--- src/rtl/lsu_if.sv ---
// Word-addressed memory port between the load/store unit (master) and memory (slave).
interface lsu_if #(
  parameter int REG_W = 32
);
  logic             mem_reqValid;
  logic             mem_reqReady;
  logic             mem_wen;
  logic [REG_W-1:0] mem_addr;
  logic [REG_W-1:0] mem_wdata;
  logic [3:0]       mem_wmask;
  logic             mem_respValid;
  logic [REG_W-1:0] mem_rdata;

  modport master (
    output mem_reqValid, mem_wen, mem_addr, mem_wdata, mem_wmask,
    input  mem_reqReady, mem_respValid, mem_rdata
  );

  modport slave (
    input  mem_reqValid, mem_wen, mem_addr, mem_wdata, mem_wmask,
    output mem_reqReady, mem_respValid, mem_rdata
  );
endinterface

--- src/rtl/lsu.sv ---
// Load/store unit: byte-lane shifting/masking for stores, extraction/extension for loads.
// Optional LSU_MISALIGN_TRAP_EN: misaligned requests fault without any memory traffic.
//
// state    | meaning
// LSU_IDLE | waiting for reqValid; decodes and registers the memory request
// LSU_REQ  | mem_reqValid held with stable mem_* until mem_reqReady
// LSU_WAIT | waiting for read data or write acknowledge
// LSU_RESP | respValid pulse, rdata/fault valid
module lsu #(
  parameter int REG_W = 32
) (
  input  logic             clock,
  input  logic             reset,
  input  logic             reqValid,
  input  logic             is_store,
  input  logic [1:0]       size,
  input  logic             is_unsigned,
  input  logic [REG_W-1:0] addr,
  input  logic [REG_W-1:0] wdata,
  output logic             respValid,
  output logic [REG_W-1:0] rdata,
  output logic             fault,
  lsu_if.master            mem
);

  typedef enum logic [1:0] {
    LSU_IDLE,
    LSU_REQ,
    LSU_WAIT,
    LSU_RESP
  } state_t;

  state_t     state;
  logic       is_unsigned_q;
  logic [1:0] size_q;
  logic [1:0] off_q;

  logic             sz_b;
  logic             sz_h;
  logic [1:0]       off;
  logic [3:0]       wmask_d;
  logic [REG_W-1:0] wdata_d;
  logic             trap_hit;

  // Offset is rounded down to the natural alignment; only matters when trapping is off.
  always_comb begin
    sz_b = (size == 2'd0);
    sz_h = (size == 2'd1);
    off  = addr[1:0];
    if (sz_h) begin
      off[0] = 1'b0;
    end else if (!sz_b) begin
      off = 2'b00;
    end
    if (sz_b) begin
      wmask_d = 4'b0001 << off;
      wdata_d = {4{wdata[7:0]}};
    end else if (sz_h) begin
      wmask_d = 4'b0011 << off;
      wdata_d = {2{wdata[15:0]}};
    end else begin
      wmask_d = 4'b1111;
      wdata_d = wdata;
    end
`ifdef LSU_MISALIGN_TRAP_EN
    trap_hit = (sz_h && addr[0]) || (!sz_b && !sz_h && (addr[1:0] != 2'b00));
`else
    trap_hit = 1'b0;
`endif
  end

  logic [REG_W-1:0] lane_w;
  logic [REG_W-1:0] load_d;

  always_comb begin
    lane_w = mem.mem_rdata >> {off_q, 3'b000};
    case (size_q)
      2'd0:    load_d = is_unsigned_q ? {{(REG_W-8){1'b0}}, lane_w[7:0]}
                                      : {{(REG_W-8){lane_w[7]}}, lane_w[7:0]};
      2'd1:    load_d = is_unsigned_q ? {{(REG_W-16){1'b0}}, lane_w[15:0]}
                                      : {{(REG_W-16){lane_w[15]}}, lane_w[15:0]};
      default: load_d = mem.mem_rdata;
    endcase
  end

  always_ff @(posedge clock) begin
    if (reset) begin
      state            <= LSU_IDLE;
      respValid        <= 1'b0;
      rdata            <= '0;
      fault            <= 1'b0;
      is_unsigned_q    <= 1'b0;
      size_q           <= 2'd0;
      off_q            <= 2'd0;
      mem.mem_reqValid <= 1'b0;
      mem.mem_wen      <= 1'b0;
      mem.mem_addr     <= '0;
      mem.mem_wdata    <= '0;
      mem.mem_wmask    <= 4'b0000;
    end else begin
      case (state)
        LSU_IDLE: begin
          respValid <= 1'b0;
          if (reqValid) begin
            fault         <= trap_hit;
            rdata         <= '0;
            is_unsigned_q <= is_unsigned;
            size_q        <= size;
            off_q         <= off;
            if (trap_hit) begin
              respValid <= 1'b1;
              state     <= LSU_RESP;
            end else begin
              mem.mem_reqValid <= 1'b1;
              mem.mem_wen      <= is_store;
              mem.mem_addr     <= {addr[REG_W-1:2], 2'b00};
              mem.mem_wdata    <= wdata_d;
              mem.mem_wmask    <= wmask_d;
              state            <= LSU_REQ;
            end
          end
        end
        LSU_REQ: begin
          if (mem.mem_reqReady) begin
            mem.mem_reqValid <= 1'b0;
            state            <= LSU_WAIT;
          end
        end
        LSU_WAIT: begin
          if (mem.mem_respValid) begin
            rdata     <= mem.mem_wen ? '0 : load_d;
            respValid <= 1'b1;
            state     <= LSU_RESP;
          end
        end
        LSU_RESP: begin
          respValid <= 1'b0;
          state     <= LSU_IDLE;
        end
        default: state <= LSU_IDLE;
      endcase
    end
  end

endmodule

--- src/flat_wrapper.sv ---
// flat-port wrapper written by rule: the top's interface ports become plain ports
module lsu_flat 
#(
  parameter int REG_W = 32
)
  (clock, reset, reqValid, is_store, size, is_unsigned, addr, wdata, respValid, rdata, fault, mem_mem_reqValid, mem_mem_wen, mem_mem_addr, mem_mem_wdata, mem_mem_wmask, mem_mem_reqReady, mem_mem_respValid, mem_mem_rdata);
  lsu_if #(.REG_W(REG_W)) mem_i ();
  input  logic clock;
  input  logic reset;
  input  logic reqValid;
  input  logic is_store;
  input  logic [1:0] size;
  input  logic is_unsigned;
  input  logic [REG_W-1:0] addr;
  input  logic [REG_W-1:0] wdata;
  output logic respValid;
  output logic [REG_W-1:0] rdata;
  output logic fault;
  output wire logic [$bits(mem_i.mem_reqValid)-1:0] mem_mem_reqValid;
  output wire logic [$bits(mem_i.mem_wen)-1:0] mem_mem_wen;
  output wire logic [$bits(mem_i.mem_addr)-1:0] mem_mem_addr;
  output wire logic [$bits(mem_i.mem_wdata)-1:0] mem_mem_wdata;
  output wire logic [$bits(mem_i.mem_wmask)-1:0] mem_mem_wmask;
  input wire logic [$bits(mem_i.mem_reqReady)-1:0] mem_mem_reqReady;
  input wire logic [$bits(mem_i.mem_respValid)-1:0] mem_mem_respValid;
  input wire logic [$bits(mem_i.mem_rdata)-1:0] mem_mem_rdata;
  assign mem_mem_reqValid = mem_i.mem_reqValid;
  assign mem_mem_wen = mem_i.mem_wen;
  assign mem_mem_addr = mem_i.mem_addr;
  assign mem_mem_wdata = mem_i.mem_wdata;
  assign mem_mem_wmask = mem_i.mem_wmask;
  assign mem_i.mem_reqReady = mem_mem_reqReady;
  assign mem_i.mem_respValid = mem_mem_respValid;
  assign mem_i.mem_rdata = mem_mem_rdata;
  lsu #(.REG_W(REG_W)) u_core (.clock(clock), .reset(reset), .reqValid(reqValid), .is_store(is_store), .size(size), .is_unsigned(is_unsigned), .addr(addr), .wdata(wdata), .respValid(respValid), .rdata(rdata), .fault(fault), .mem(mem_i));
endmodule
--- config.mk ---
export PLATFORM = sky130hd
export DESIGN_NAME = lsu_flat
export DESIGN_NICKNAME = d
export VERILOG_FILES = /design/src/rtl/lsu_if.sv /design/src/rtl/lsu.sv /design/src/flat_wrapper.sv
export SDC_FILE = /design/constraint.sdc
export NUM_CORES = 1
export LEC_CHECK = 0
export BUFFER_PORTS_ARGS = -buffer_cell sky130_fd_sc_hd__buf_2
export CORE_ASPECT_RATIO = 0.6
export CORE_MARGIN = 2
export CORE_UTILIZATION = 25
export CTS_CLUSTER_DIAMETER = 60
export DETAILED_ROUTE_END_ITERATION = 12
export GPL_TIMING_DRIVEN = 0
export PLACE_DENSITY = 0.56
export SLEW_MARGIN = 40
export SYNTH_ARGS = -nofsm -noshare
export SYNTH_HDL_FRONTEND = slang
export SYNTH_SLANG_ARGS = --single-unit
--- constraint.sdc ---
create_clock -name clock -period 4 [get_ports clock]
set_input_delay 0.4 -clock clock [delete_from_list [all_inputs] [get_ports clock]]
set_output_delay 0.4 -clock clock [all_outputs]
set_load 0.03 [all_outputs]
==> flow_summary.json, run 1 <==
{
  "drt_iter0_drc": 336,
  "htreeDepth": 3,
  "syn_area_um2": 4840,
  "crit_type": "flip-flop to flip-flop",
  "place.gp.congestion": 0.804,
  "multiInputGateArea_um2": 2450,
  "status": "complete, no violations",
  "die_h_um": 112,
  "critPathRequiredTime_ps": 4280,
  "cp_data_arrival_time_ps": 2630,
  "fin_total_pwr_mw": 3.88,
  "io_buffers": 204,
  "yosys_most_used_dff": "dfxtp_1",
  "drive_gt1_share_pct": 31.4,
  "finalSetupTns_ps": 0,
  "instances_no_fill": 1038,
  "drt_wl_total_mm": 18.1,
  "fp.dieW_um": 184,
  "hold_path.class": "input pin to flip-flop",
  "gr-usage-all-layers_pct": 17.6,
  "cts_root_buf": "clkbuf_16",
  "die_area_um2": 20500,
  "hold_buffers": 0,
  "peakVddDrop_mv": 0.249,
  "startpoint_type": "flip-flop",
  "worstMarginPinSlew_ps": 836,
  "ys_seq_area_share_pct": 44.7,
  "gr-total-overflow": 0,
  "grt_pass1_vias": 4668,
  "synth_area_leaders": "dfxtp_1 45%, nand2_1 9.7%, a21oi_1 6.7%",
  "synthAdderAreaFrac_pct": 1.03,
  "rsz0062_at_grt": "false",
  "syn-instance-count": 567,
  "synth_top_family_by_area": "compound AO/OA/AOI/OAI gates",
  "clkSinkCount": 108,
  "synth_top_area_cell": "dfxtp_1",
  "maxSlewViolCount": 0,
  "rows": 39,
  "clock_latency_ps": 360,
  "synth-seq-cells": 108,
  "first_pass_iters": 5,
  "clk_pin_slew_worst_paths_ps": 80,
  "cellLeakagePower_nw": 2.74,
  "setup_viol": 0,
  "synth_top_area_share_pct": 44.7,
  "crit_start": "u_core.state[0]",
  "fin_crit_sh_pct": 58.7,
  "io_pins": 209,
  "syn_area_per_cell_um2": 8.53,
  "cap_violations": 0,
  "fin_skew_ps": 9.88,
  "initial_core_util_pct": 25.5,
  "synth.mux.area_fraction_pct": 7.76,
  "syn2layout_area_growth_pct": 33.9,
  "yosys.area_share.simple_pct": 16.2,
  "yosysMostFrequentCell": "nand2_1",
  "fin_crit_ps": 2350,
  "synth-compound-area-share_pct": 25.1,
  "final-hold-violation-count": 0,
  "min_path_cells": 3,
  "r2r-start": "u_core.state[0]",
  "numCtsBuffers": 9,
  "asyncSetResetFlopFracSynth_pct": 0,
  "hpwl_mm": 14.2,
  "yosysWarnings": 0,
  "core_area_um2": 19000,
  "yosys-top-cells-count": "125 x nand2_1, 108 x dfxtp_1, 65 x a21oi_1, 38 x a22oi_1, 35 x clkbuf_1",
  "synthXorXnorAreaFrac_pct": 0,
  "ys_types": 45,
  "antenna_found_initial": 4,
  "endpoint": "u_core.size_q[1]",
  "dp_cells": 1019,
  "grt_pass1_wl_mm": 27.5,
  "cp-end-kind": "flip-flop",
  "path_max_fanout": 10,
  "clock_path_buffers": 2,
  "slew-limit-headroom_pct": 44.2,
  "viasPerCell": 4.77,
  "cts_tree": "yes",
  "final_util_pct": 34.1,
  "fill_cells": 2050,
  "final_nets": 893,
  "post_cts_buffers": 0,
  "drc": 0,
  "final-seq-area_um2": 2160,
  "r2r_end": "u_core.size_q[1]",
  "synth_edf_count": 0,
  "reg2regPathDepth": 8,
  "whs_ps": 268,
  "via_count": 4949,
  "ant_nets": 0,
  "r2r_setup_slack_ps": 1650,
  "p_per_area_nw_per_um2": 598,
  "wire_per_inst_um": 17.4,
  "grt_max_degree": 20,
  "post_cts_resized": 0,
  "fmax_ghz": 0.426
}
layout make-up:
class / instances / share of cell area, %
inverters: 7 / 0.406
multi-input cells: 404 / 37.8
clock buffers: 9 / 3.48
well taps: 246 / 4.75
flip-flops and latches: 108 / 33.4
repair buffers: 204 / 15.8
plain buffers: 50 / 3.34
clock inverters: 7 / 0.927
diodes: 3 / 0.116
placed cells by master, fill, tap and decap left out, types with 13 or more instances in the layout:
cell type    n
clkbuf_1    35
o21bai_1    17
a21oi_1     65
o211ai_1    16
o21ai_0     13
nor2_1      22
nand2_1    125
a22oi_1     38
mux2i_1     24
dfxtp_1    108
buf_2      206
how the worst min path moves through the flow:
stage | startpoint | to | slack, ps
2_1_floorplan | u_core.size_q[1] | u_core.size_q[1] | 480
3_3_place_gp | u_core.mem.mem_wmask[1] | u_core.mem.mem_wmask[1] | 440
3_5_place_dp | u_core.mem.mem_wdata[7] | u_core.mem.mem_wdata[7] | 440
4_1_cts | addr[28] | u_core.mem.mem_addr[28] | 260
5_1_grt | addr[20] | u_core.mem.mem_addr[20] | 260
6_report | addr[28] | u_core.mem.mem_addr[28] | 270
power by group:
group | total [mW] | internal (mW) | switching, mW
Sequential | 1.37 | 1.27 | 0.103
Combinational | 1.62 | 0.472 | 1.15
Clock | 0.884 | 0.433 | 0.450
Total | 3.88 | 2.17 | 1.70
logic make-up after synthesis:
group	after synthesis
compound gates	184
simple gates	178
flops	108
buf+inv	57
mux	35
fa+ha+maj	4
other cells	1
worst max-delay path: stages, from the launching register on:
cell and delay, ps:
dfxtp_1 320, inv_1 110, ha_1 260, and2_1 160
clkbuf_1 160, clkbuf_1 450, buf_1 530, nand2_1 120
a21oi_1 160
layer usage:
layer / track usage [%] / wire (µm) / vias up
li1: - / - / 2438
met4: 3.95 / 198 / 2
met3: 5.56 / 1570 / 19
met2: 23.9 / 7010 / 166
met5: 0 / 13 / -
met1: 26.5 / 9310 / 2324
stage by stage:
step / area, µm² / setup slack [ps]
floorplan: 4840 / 2000
global placement: 6170 / 1720
detailed placement: 6180 / 1680
CTS: 6470 / 1650
global route: 6470 / 1420
finish: 6480 / 1650
registers in the layout, summed over array words and instances (netlist names):
register and flops:
u_core.state 2, u_core.mem.mem_reqValid 1, u_core.size_q 2, u_core.mem.mem_addr 30, u_core.rdata 32, u_core.mem.mem_wen 1, u_core.respValid 1, u_core.is_unsigned_q 1
u_core.off_q 2, u_core.mem.mem_wdata 32, u_core.mem.mem_wmask 4
No activity file was read; power rests on OpenSTA's default activity.
==> run 2, diff against run 1 <==
--- a/config.mk
+++ b/config.mk
@@ -5,6 +5,7 @@
 export SDC_FILE = /design/constraint.sdc
 export NUM_CORES = 1
 export LEC_CHECK = 0
+export ABC_AREA = 1
 export BUFFER_PORTS_ARGS = -buffer_cell sky130_fd_sc_hd__buf_2
 export CORE_ASPECT_RATIO = 0.6
 export CORE_MARGIN = 2
==> constraint.sdc (replaced) <==
create_clock -name clock -period 2.2 [get_ports clock]
set_input_delay 0.22 -clock clock [delete_from_list [all_inputs] [get_ports clock]]
set_output_delay 0.22 -clock clock [all_outputs]
set_load 0.03 [all_outputs]
==> flow_summary.json, run 2 <==
{
  "fp.dieW_um": 187,
  "cpMostUsedCell": "nand2_2",
  "p_per_area_nw_per_um2": 1200,
  "crit_type": "flip-flop to flip-flop",
  "fin_crit_sh_pct": 89.2,
  "synth-compound-area-share_pct": 21.4,
  "path_max_fanout": 10,
  "rsz0062_at_grt": "false",
  "power_frac_comb_pct": 47.5,
  "hpwl_mm": 14.7,
  "intPower_mw": 4.31,
  "peakVddDrop_mv": 0.445,
  "hold_buffers": 0,
  "via_count": 5411,
  "syn-instance-count": 706,
  "synth_top_family_by_area": "simple AND/OR/NAND/NOR gates",
  "ys_types": 35,
  "p_sw_mw": 3.66,
  "fin_crit_ps": 1960,
  "final-hold-violation-count": 0,
  "slew-limit-headroom_pct": 58.7,
  "antenna_found_initial": 0,
  "crit_chain": "inv_1, ha_1, nand2_2, o21ai_2, nand3_2, buf_2, a21oi_1, nand2_2, a21oi_2",
  "viasPerCell": 4.51,
  "place.gp.congestion": 0.943,
  "synth-seq-cells": 108,
  "clkSinkCount": 108,
  "die_area_um2": 21300,
  "grt_pass1_vias": 5129,
  "post_cts_buffers": 0,
  "r2r_end": "u_core.rdata[29]",
  "clock_path_buffers": 2,
  "startpoint_type": "flip-flop",
  "synth_top_area_share_pct": 43.0,
  "clkPwrFrac_pct": 19.6,
  "core_area_um2": 19900,
  "numCtsBuffers": 9,
  "drt_wl_total_mm": 18.7,
  "top_regs": "u_core.mem.mem_wdata x32, u_core.rdata x32, u_core.mem.mem_addr x30",
  "fmax_ghz": 0.510,
  "r2r-start": "u_core.state[0]",
  "synthAdderAreaFrac_pct": 0.996,
  "yosysMostFrequentCell": "nand2_1",
  "cap_violations": 0,
  "final_common_cell": "buf_2",
  "rows": 40,
  "critPathBufInv": 2,
  "cp-end-kind": "flip-flop",
  "syn_area_um2": 5030,
  "syn2layout_area_growth_pct": 32.7,
  "status": "complete, no violations",
  "final_util_pct": 33.6,
  "io_buffers": 203,
  "maxSlewViolCount": 0,
  "grt_max_degree": 19,
  "cellLeakagePower_nw": 3.26,
  "drive_gt1_share_pct": 31.8,
  "gr-usage-all-layers_pct": 17.6,
  "yosysWarnings": 0,
  "gr-total-overflow": 0,
  "setup_viol": 0,
  "crit_family": "simple AND/OR/NAND/NOR gates",
  "switching_share_pct": 45.9,
  "worstMarginPinSlew_ps": 620,
  "first_pass_iters": 5,
  "synth_area_leaders": "dfxtp_1 43%, nand2_1 10%, nor2_1 8.8%",
  "finalSetupTns_ps": 0,
  "initial_core_util_pct": 25.3,
  "wire_per_inst_um": 15.6,
  "grt_pass1_wl_mm": 28.9,
  "final-seq-area_um2": 2160,
  "synthXorXnorAreaFrac_pct": 0,
  "reg2regPathDepth": 9,
  "syn_area_per_cell_um2": 7.12,
  "die_h_um": 114,
  "slowest_stage": "dfxtp_1",
  "final_nets": 1031,
  "min_path_cells": 3,
  "synth_edf_count": 0,
  "synth_top_area_cell": "dfxtp_1",
  "endpoint": "u_core.rdata[29]",
  "clk_pin_slew_worst_paths_ps": 70,
  "crit_start": "u_core.state[0]",
  "yosys_most_used_dff": "dfxtp_1",
  "drt_iter0_drc": 429,
  "yosys-top-cells-count": "134 x nand2_1, 118 x nor2_1, 108 x dfxtp_1, 73 x o21ai_0, 65 x a21oi_1",
  "multiInputGateArea_um2": 2390,
  "cp.depth": 9,
  "cts_root_buf": "clkbuf_16",
  "critPathRequiredTime_ps": 2490,
  "clock_latency_ps": 350,
  "mostFrequentLayoutCells": "223 x buf_2, 133 x nand2_1, 118 x nor2_1",
  "fill_cells": 2213,
  "diodes": 0,
  "post_cts_resized": 0,
  "htreeDepth": 3,
  "slowest_delay_ps": 330,
  "ys_seq_area_share_pct": 43.0,
  "drc": 0,
  "r2r_setup_slack_ps": 240,
  "cts_tree": "yes",
  "synth.mux.area_fraction_pct": 0,
  "io_pins": 209,
  "asyncSetResetFlopFracSynth_pct": 0,
  "sequentialPowerShare_pct": 32.9,
  "ant_nets": 0,
  "fin_skew_ps": 5.97,
  "hold_path.class": "input pin to flip-flop",
  "yosys.area_share.simple_pct": 24.9,
  "cp_data_arrival_time_ps": 2250
}
==> run 2: worst min path at each step <==
| stage | from | end |
|---|---|---|
| after detailed placement | u_core.mem.mem_wmask[3] | u_core.mem.mem_wmask[3] |
| after CTS | addr[13] | u_core.mem.mem_addr[13] |
| after floorplan | is_unsigned | u_core.is_unsigned_q |
| final | addr[2] | u_core.mem.mem_addr[2] |
| after global placement | u_core.mem.mem_wmask[3] | u_core.mem.mem_wmask[3] |
| after global routing | addr[2] | u_core.mem.mem_addr[2] |
==> run 2: area by class of cell <==
| type | count | share of cell area, % |
|---|---|---|
| clock buffers | 9 | 3.38 |
| well taps | 273 | 5.12 |
| clock inverters | 7 | 0.750 |
| plain buffers | 49 | 3.86 |
| flip-flops and latches | 108 | 32.4 |
| multi-input cells | 492 | 35.9 |
| repair buffers | 203 | 15.2 |
| inverters | 59 | 3.39 |
==> run 2: through the flow <==
| step | cells | hold slack (ps) | area (µm²) | total power [mW] | worst slack [ps] |
|---|---|---|---|---|---|
| after floorplan | 708 | 387 | 5030 | 5.26 | 686 |
| after global placement | 1184 | 452 | 6390 | 6.40 | 134 |
| after detailed placement | 1184 | 454 | 6390 | 6.44 | 109 |
| after CTS | 1200 | 87.9 | 6670 | 8.05 | 87.1 |
| after global routing | 1200 | 109 | 6670 | 8.56 | 29.4 |
| final | 1200 | 107 | 6670 | 7.97 | 239 |
==> run 2: cell families (layout without fill, tap and decap cells) <==
| family | Yosys count | after routing |
|---|---|---|
| adders and majority gates | 4 | 4 |
| buffers and inverters | 108 | 327 |
| and+or+nand+nor | 300 | 300 |
| other | 1 | 3 |
| AOI/OAI and AO/OA | 185 | 185 |
| DFF | 108 | 108 |
==> run 2: per-layer routing <==
layer | share of wire [%] | track usage, % | routed length [µm]
met1 | 51 | 25.7 | 9520
met2 | 38 | 23.3 | 7070
met3 | 11 | 8.12 | 2030
met4 | 0.68 | 3.65 | 127
met5 | 0 | 0 | 0
==> run 2: worst register-to-register path: cells and delay by family, from the launching register on <==
family / cells / cell delay [ps]
buf+inv: 2 / 420
simple gates: 3 / 480
fa+ha+maj: 1 / 260
flops: 1 / 330
compound gates: 3 / 410
==> run 2: power groups by stage <==
stage          sequential [mW]  clock (mW)  combinational, mW
3_3_place_gp              2.65           0               3.76
2_1_floorplan             3.40           0               1.86
3_5_place_dp              2.66           0               3.78
5_1_grt                   2.67        1.70               4.19
4_1_cts                   2.62        1.65               3.79
6_report                  2.62        1.56               3.79
